## config.mk

```make
export PLATFORM = sky130hd
export DESIGN_NAME = if_id_pipe_stage
export DESIGN_NICKNAME = d
export VERILOG_FILES = /design/src/rtl/if_id_pipe_stage.sv
export SDC_FILE = /design/constraint.sdc
export NUM_CORES = 1
export LEC_CHECK = 0
export CAP_MARGIN = 20
export CORE_ASPECT_RATIO = 2
export CORE_MARGIN = 8
export CORE_UTILIZATION = 55
export CTS_BUF_LIST = sky130_fd_sc_hd__clkbuf_4
export DETAILED_ROUTE_END_ITERATION = 8
export GPL_TIMING_DRIVEN = 0
export PLACE_DENSITY = 0.86
export SETUP_SLACK_MARGIN = 0.2
export SYNTH_ARGS = -nofsm -noshare
export SYNTH_HDL_FRONTEND = slang
export SYNTH_SLANG_ARGS = --single-unit
```

## constraint.sdc

```tcl
create_clock -name clk_i -period 12.95 [get_ports clk_i]
set_clock_uncertainty 0.15 [all_clocks]
set_input_delay 1.295 -clock clk_i [delete_from_list [all_inputs] [get_ports clk_i]]
set_output_delay 1.295 -clock clk_i [all_outputs]
set_load 0.01 [all_outputs]
```

## src/rtl/if_id_pipe_stage.sv

```systemverilog
// if_id_pipe_stage: IF->ID elastic pipeline register with valid/ready handshake, stalls, flush,
// optional one-entry skid buffer and a saturating stall-cycle counter.
module if_id_pipe_stage #(
    parameter int                 PC_W      = 32,
    parameter int                 INSTR_W   = 32,
    parameter logic [INSTR_W-1:0] NOP_INSTR = '0,
    parameter bit                 SKID_EN   = 1'b1,
    parameter int                 STAT_W    = 16
) (
    input  logic               clk_i,
    input  logic               rst_i,
    input  logic               flush_i,
    input  logic               in_valid_i,
    output logic               in_ready_o,
    input  logic [PC_W-1:0]    pc_i,
    input  logic [INSTR_W-1:0] instr_i,
    input  logic               stall_i,
    input  logic               mem_stall_i,
    output logic               out_valid_o,
    output logic [PC_W-1:0]    pc_o,
    output logic [INSTR_W-1:0] instr_o,
    output logic [STAT_W-1:0]  stall_cnt_o
);
    typedef enum logic [1:0] {EMPTY, FULL, SKID} state_t;

    state_t             state_q, state_d;
    logic [PC_W-1:0]    pc_q, pc_d, skid_pc_q, skid_pc_d;
    logic [INSTR_W-1:0] instr_q, instr_d, skid_instr_q, skid_instr_d;
    logic [STAT_W-1:0]  cnt_q;
    logic               ready_q, adv, consume, accept;

    assign adv         = ~stall_i & ~mem_stall_i;
    assign out_valid_o = state_q != EMPTY;
    assign consume     = out_valid_o & adv;
    // With the skid buffer, ready comes straight from a flop so decode stalls never reach fetch.
    assign in_ready_o  = SKID_EN ? ready_q : (~out_valid_o | adv);
    assign accept      = in_valid_i & in_ready_o;
    assign pc_o        = pc_q;
    assign instr_o     = instr_q;
    assign stall_cnt_o = cnt_q;

    always_comb begin
        state_d      = state_q;
        pc_d         = pc_q;
        instr_d      = instr_q;
        skid_pc_d    = skid_pc_q;
        skid_instr_d = skid_instr_q;
        if (flush_i) begin
            state_d      = EMPTY;
            pc_d         = '0;
            instr_d      = NOP_INSTR;
            skid_pc_d    = '0;
            skid_instr_d = NOP_INSTR;
        end else begin
            case (state_q)
                EMPTY: begin
                    if (accept) begin
                        state_d = FULL;
                        pc_d    = pc_i;
                        instr_d = instr_i;
                    end
                end
                FULL: begin
                    if (consume && accept) begin
                        pc_d    = pc_i;
                        instr_d = instr_i;
                    end else if (consume) begin
                        state_d = EMPTY;
                        pc_d    = '0;
                        instr_d = NOP_INSTR;
                    end else if (accept && SKID_EN) begin
                        state_d      = SKID;
                        skid_pc_d    = pc_i;
                        skid_instr_d = instr_i;
                    end
                end
                SKID: begin
                    if (consume) begin
                        state_d = FULL;
                        pc_d    = skid_pc_q;
                        instr_d = skid_instr_q;
                    end
                end
                default: state_d = EMPTY;
            endcase
        end
    end

    always_ff @(posedge clk_i or posedge rst_i) begin
        if (rst_i) begin
            state_q      <= EMPTY;
            pc_q         <= '0;
            instr_q      <= NOP_INSTR;
            skid_pc_q    <= '0;
            skid_instr_q <= NOP_INSTR;
            ready_q      <= 1'b1;
            cnt_q        <= '0;
        end else begin
            state_q      <= state_d;
            pc_q         <= pc_d;
            instr_q      <= instr_d;
            skid_pc_q    <= skid_pc_d;
            skid_instr_q <= skid_instr_d;
            ready_q      <= state_d != SKID;
            cnt_q        <= (out_valid_o && !adv && !flush_i && !(&cnt_q)) ? cnt_q + 1'b1 : cnt_q;
        end
    end
endmodule
```

# Word level (Yosys, flattened, before mapping)
# Cells that the tools add are included.
totals:
  input_bits: 70
  elab_cells: 62
  out_inout_bits: 82
  regBits: 147
op_classes:
  n_mux: 26
  addsub: 1
  eq_ne: 8
  n_bitwise: 5
  reduce_logical: 15
op_table:
  columns: ["operator", "n"]
  rows:
  - ["$mux 32", 17]
  - ["$pmux 32 s3", 2]
  - ["$add 16x1->16 const B", 1]
  - ["$reduce_and 16->1", 1]
  - ["$mux 2", 6]
  - ["$reduce_and 4->1", 2]
  - ["$ne 2x2->1 const B", 3]
  - ["$ne 3x3->1 const B", 2]
  - ["$pmux 2 s3", 1]
  - ["$reduce_bool 2->1", 3]
  - ["$logic_and 1x1->1", 4]
  - ["$ne 4x4->1 const B", 1]
  - ["$reduce_bool 4->1", 1]
  - ["$and 1x1->1", 3]
  - ["$logic_not 1->1", 3]
  - ["$eq 2x1->1 const B", 1]
  - ["$eq 2x2->1 const B", 1]
  - ["$logic_not 2->1", 1]
  - ["$not 1->1", 2]

# Depth between registers and ports, before layout
logic_depth:
  depth_word: 8
  ltp_mapped: 9
  depth_no_buf: 6

# Least setup slack after synthesis
# OpenSTA, ideal clock, no wires.
synth_path:
  path_type: "input to register"
  start: "input mem_stall_i"
  end: "register instr_q[31] (netlist: instr_o[31])"
  n_path_buf: 3
  t_arrival_ns: 2.663
  t_required_ns: 12.655
  setup_slack_ns: 9.992
  setup_ns: 0.145
  cell_stages: 7
  path_cell_list: "or3_1 -> buf_2 -> a221o_1 -> buf_6 -> buf_6 -> a221oi_2 -> nor3_2"
synth_via:
  elab_chain_len: 7
  word_cells_on_any_way: 10
  classes_between: "2 x eq/ne; 3 x mux; 3 x bitwise; 2 x reduce/logical"
synth_lines:
  columns: ["item", "line_no", "source"]
  rows:
  - ["from (decl)", "18", "input logic mem_stall_i,"]
  - ["$not 1->1 (*)", "32", "assign adv = ~stall_i & ~mem_stall_i;"]
  - ["$and 1x1->1 (*)", "32", null]
  - ["$and 1x1->1 (*)", "34", "assign consume = out_valid_o & adv;"]
  - ["$logic_and 1x1->1", "64", "if (consume && accept) begin"]
  - ["$mux 32", "64", null]
  - ["$pmux 32 s3", "55", "case (state_q)"]
  - ["$mux 32", "48", "if (flush_i) begin"]
  - ["to (signal assigned)", "101", "instr_q <= instr_d;"]
  - ["to (decl)", "28", "logic [INSTR_W-1:0] instr_q, instr_d, skid_instr_q, skid_instr_d;"]
# Mark *: on every way between the ends. The rest lies on a longest branch, timed or not.
# A chain may end at the register's enable or synchronous reset.

# Final worst setup path
layout_path:
  start: "register state_q[1]"
  end: "output out_valid_o"
layout_via:
  elab_chain_len: 1
layout_lines:
  columns: ["item", "line_no", "source"]
  rows:
  - ["from (decl)", "26", "state_t state_q, state_d;"]
  - ["from (signal assigned)", "99", "state_q <= state_d;"]
  - ["$reduce_bool 2->1", "33", "assign out_valid_o = state_q != EMPTY;"]
  - ["to (decl)", "19", "output logic out_valid_o,"]
# No other way between the ends.

==> out/qor.json <==
{
  "status": {
    "run_status": "finished clean"
  },
  "cells_and_area": {
    "filler_cell_count": 866,
    "final_cells": 874,
    "areaGrowthSynthToFinish_pct": 29.5,
    "drive_above_1_share_pct": 26.6,
    "multi_input_comb_area_mm2": 0.00299,
    "register_area_mm2": 0.00368,
    "fin_nets": 788
  },
  "logic_synthesis": {
    "synthesis.instances": 542,
    "post_synth_instance_area_mm2": 0.00699,
    "synthesis.nets": 618,
    "synth_top_cells_by_count": "sky130_fd_sc_hd__dfrtp_1 (146), sky130_fd_sc_hd__nor2_1 (71), sky130_fd_sc_hd__a22o_1 (64)",
    "yosys-top-cells-area": "sky130_fd_sc_hd__dfrtp_1 (52%), sky130_fd_sc_hd__a221oi_2 (13%), sky130_fd_sc_hd__nor3_2 (8.6%)",
    "synth_compound_gate_area_share_pct": 22.9,
    "seq_area_frac_synth_pct": 52.6,
    "syn-mean-instance-area_um2": 12.9,
    "synthesis.yosys.warnings": 0,
    "simple_gate_portion_of_the_synthesized_area_pct": 16.8,
    "synth_seq_cells": 147,
    "yosysMostFrequentCell": "sky130_fd_sc_hd__dfrtp_1",
    "synthMuxAreaShare_pct": 0.161,
    "async_reset_ff_share_pct": 100,
    "synth_adder_area_share_pct": 1.07,
    "synthXorXnorAreaFrac_pct": 1.88,
    "cell_type_with_the_largest_total_area_after_synthesis": "sky130_fd_sc_hd__dfrtp_1",
    "post_synth_num_cell_types": 39,
    "synthDominantCellAreaShare_pct": 52.2,
    "synth_top_family_by_area": "compound AO/OA/AOI/OAI gates",
    "yosys_most_used_dff": "sky130_fd_sc_hd__dfrtp_1",
    "number_of_enable_type_register_cells_in_the_synthesized_netlist": 0
  },
  "detailed_routing": {
    "routed_wl_mm": 19.2,
    "route.antenna.remaining_nets": 0,
    "drt_first_iter_violations": 309,
    "drt_pass1_iterations": 4,
    "routed-via-count": 5374,
    "routed_wire_length_per_instance_um": 21.9,
    "via_per_inst": 6.15,
    "remaining_drc_errors": 0
  },
  "critical_path": {
    "crit_slowest_cell": "sky130_fd_sc_hd__clkdlybuf4s50_1",
    "setup.worst_path.end": "out_valid_o",
    "crit_path_start": "state_q[1]",
    "worst_ep_required_time_ps": 11510,
    "worst_setup_path_end_kind": "output pin",
    "timing.reg2reg.worst_path_depth": 7,
    "critical_path_arrival_ps": 2040,
    "worst_r2r_startpoint": "state_q[1]",
    "max_stage_delay_ps": 530,
    "crit_chain": "inv_1, ha_1, inv_1, clkdlybuf4s50_1",
    "timing.critical_path.mode_cell": "sky130_fd_sc_hd__inv_1",
    "regToRegSetupSlack_ps": 9920,
    "timing.rr.end": "skid_instr_q[8]",
    "worst-path-max-fanout": 7,
    "worstSetupPathType": "reg2out",
    "worstSetupStartpointType": "register"
  },
  "floorplanning": {
    "dieArea_mm2": 0.0168,
    "std_cell_rows": 58,
    "effective_utilization_at_floorplan_pct": 56.0,
    "floorplan.die.width_um": 95.7,
    "io_count": 152,
    "floorplan.die.height_um": 175,
    "design.core.area_mm2": 0.0125
  },
  "clock_network": {
    "clock_sinks": 147,
    "cts-root-to-sink-buffers": 2,
    "h-tree-depth": 4,
    "clock_latency_ps": 510,
    "cts_tree": "done",
    "clockRootBuffer": "sky130_fd_sc_hd__clkbuf_4",
    "postCtsHoldBufs": 0,
    "tritoncts.num_buffers": 17,
    "post_cts_buffers": 0,
    "clk_pin_slew_worst_paths_ps": 130,
    "ctsResizeCount": 0
  },
  "power_and_ir_drop": {
    "power.density_mw_per_mm2": 152,
    "ir_worst_vdd_uv": 112,
    "leakage_nw": 3.91
  },
  "global_route": {
    "grt_first_pass_wirelength_mm": 31.2,
    "antenna_found_initial": 1,
    "grt_max_degree": 96,
    "grtUsageTotal_pct": 23.7,
    "number_of_global_route_vias_before_repair": 5977,
    "global_route.overflow_total": 0
  },
  "place": {
    "post-dp-hpwl_mm": 13.9,
    "gpl.final_weighted_congestion": 0.814,
    "buffer_ports.inserted": 150,
    "placedCellCount": 843
  },
  "sta": {
    "post-route-min-period_ps": 3490,
    "hold_viol": 0,
    "max_freq_mhz": 287,
    "worst_pin_slew_ps": 1140,
    "timing_max_transition_violations_final": 0,
    "finalSetupViolCount": 0,
    "final.setup.tns_ps": 0,
    "slew_headroom_pct": 23.5,
    "post-route-period-util_pct": 26.9,
    "grt_setup_unrepaired": "no"
  },
  "worst_hold_path": {
    "hold_path.class": "reg2reg"
  },
  "job": {
    "cap_violations": 0
  }
}
stage by stage:
step	setup WS, ps	hold WS, ps	instance area, um2	utilization, %	power, mW
after floorplan	7560	323	6990	-	0.839
after global placement	5810	336	8680	69.6	1.02
after detailed placement	9090	339	8710	69.8	1.04
after CTS	9420	367	9050	72.5	1.39
after global routing	9300	382	9060	72.6	1.44
final	9460	361	9060	72.6	1.38
worst min path at each step:
stage	start	end	slack [ps]	cells after the start
after floorplan	skid_pc_q[9]	skid_pc_q[9]	320	1
after global placement	stall_cnt_o[5]	stall_cnt_o[5]	340	1
after detailed placement	stall_cnt_o[13]	stall_cnt_o[13]	340	1
after CTS	stall_cnt_o[13]	stall_cnt_o[13]	370	1
after global routing	stall_cnt_o[13]	stall_cnt_o[13]	380	1
final	stall_cnt_o[13]	stall_cnt_o[13]	360	1
critical path: cells and delay by family, from the launching register on:
kind	cells	cell delay, ps
buf+inv	3	740
flops	1	480
fa+ha+maj	1	300
per-layer routing:
metal  routed length, um  vias to the layer above  global-route usage [%]
met3                1060                       34                    5.99
li1                    -                     2418                       -
met1                6820                     2746                    24.9
met5                   0                        -                       0
met4                 533                        0                    10.1
met2               10700                      176                    42.5
report_power, final:
part	internal, mW	switching [mW]
Clock	0.174	0.169
Combinational	0.221	0.244
Sequential	0.520	0.0482
placed cells by master (no fill, tap or decap), drive strengths merged, types with 2 or more instances in the layout:
cell type / netlist / routed
clkdlybuf4s50: 0 / 150
dfrtp: 146 / 146
nor2: 71 / 71
nor3: 71 / 71
a221oi: 65 / 65
a22o: 64 / 64
clkbuf: 16 / 34
buf: 32 / 33
xor2: 15 / 15
nor4: 10 / 10
nand2: 8 / 8
nand3: 7 / 7
ha: 6 / 6
inv: 4 / 6
nand4: 5 / 5
bufinv: 0 / 5
o21ai: 4 / 4
clkinv: 0 / 3
and2: 2 / 2
or3: 2 / 2
nor3b: 2 / 2
clkinvlp: 0 / 2
nor4b: 2 / 2
logic make-up after synthesis:
logic type | Yosys count
buffers and inverters | 52
DFF | 147
adders and majority gates | 6
muxes | 1
xor gates and xnor gates | 15
AOI/OAI and AO/OA | 138
and+or+nand+nor | 183
sequential cells by signal (all words and copies together) (netlist names):
register      cells
instr_o          32
pc_o             32
skid_instr_q     32
skid_pc_q        32
stall_cnt_o      16
state_q           2
in_ready_o        1
final cells by class:
cell class | count | area share (%)
Timing Repair Buffer | 151 | 16.9
Multi-Input combinational cell | 343 | 33.0
Antenna cell | 1 | 0.0276
Tap cell | 150 | 2.07
Inverter | 4 | 0.221
Buffer | 48 | 3.37
Sequential cell | 147 | 40.6
Clock buffer | 18 | 1.49
Clock inverter | 12 | 2.27
(Power assumes the default switching activity.)
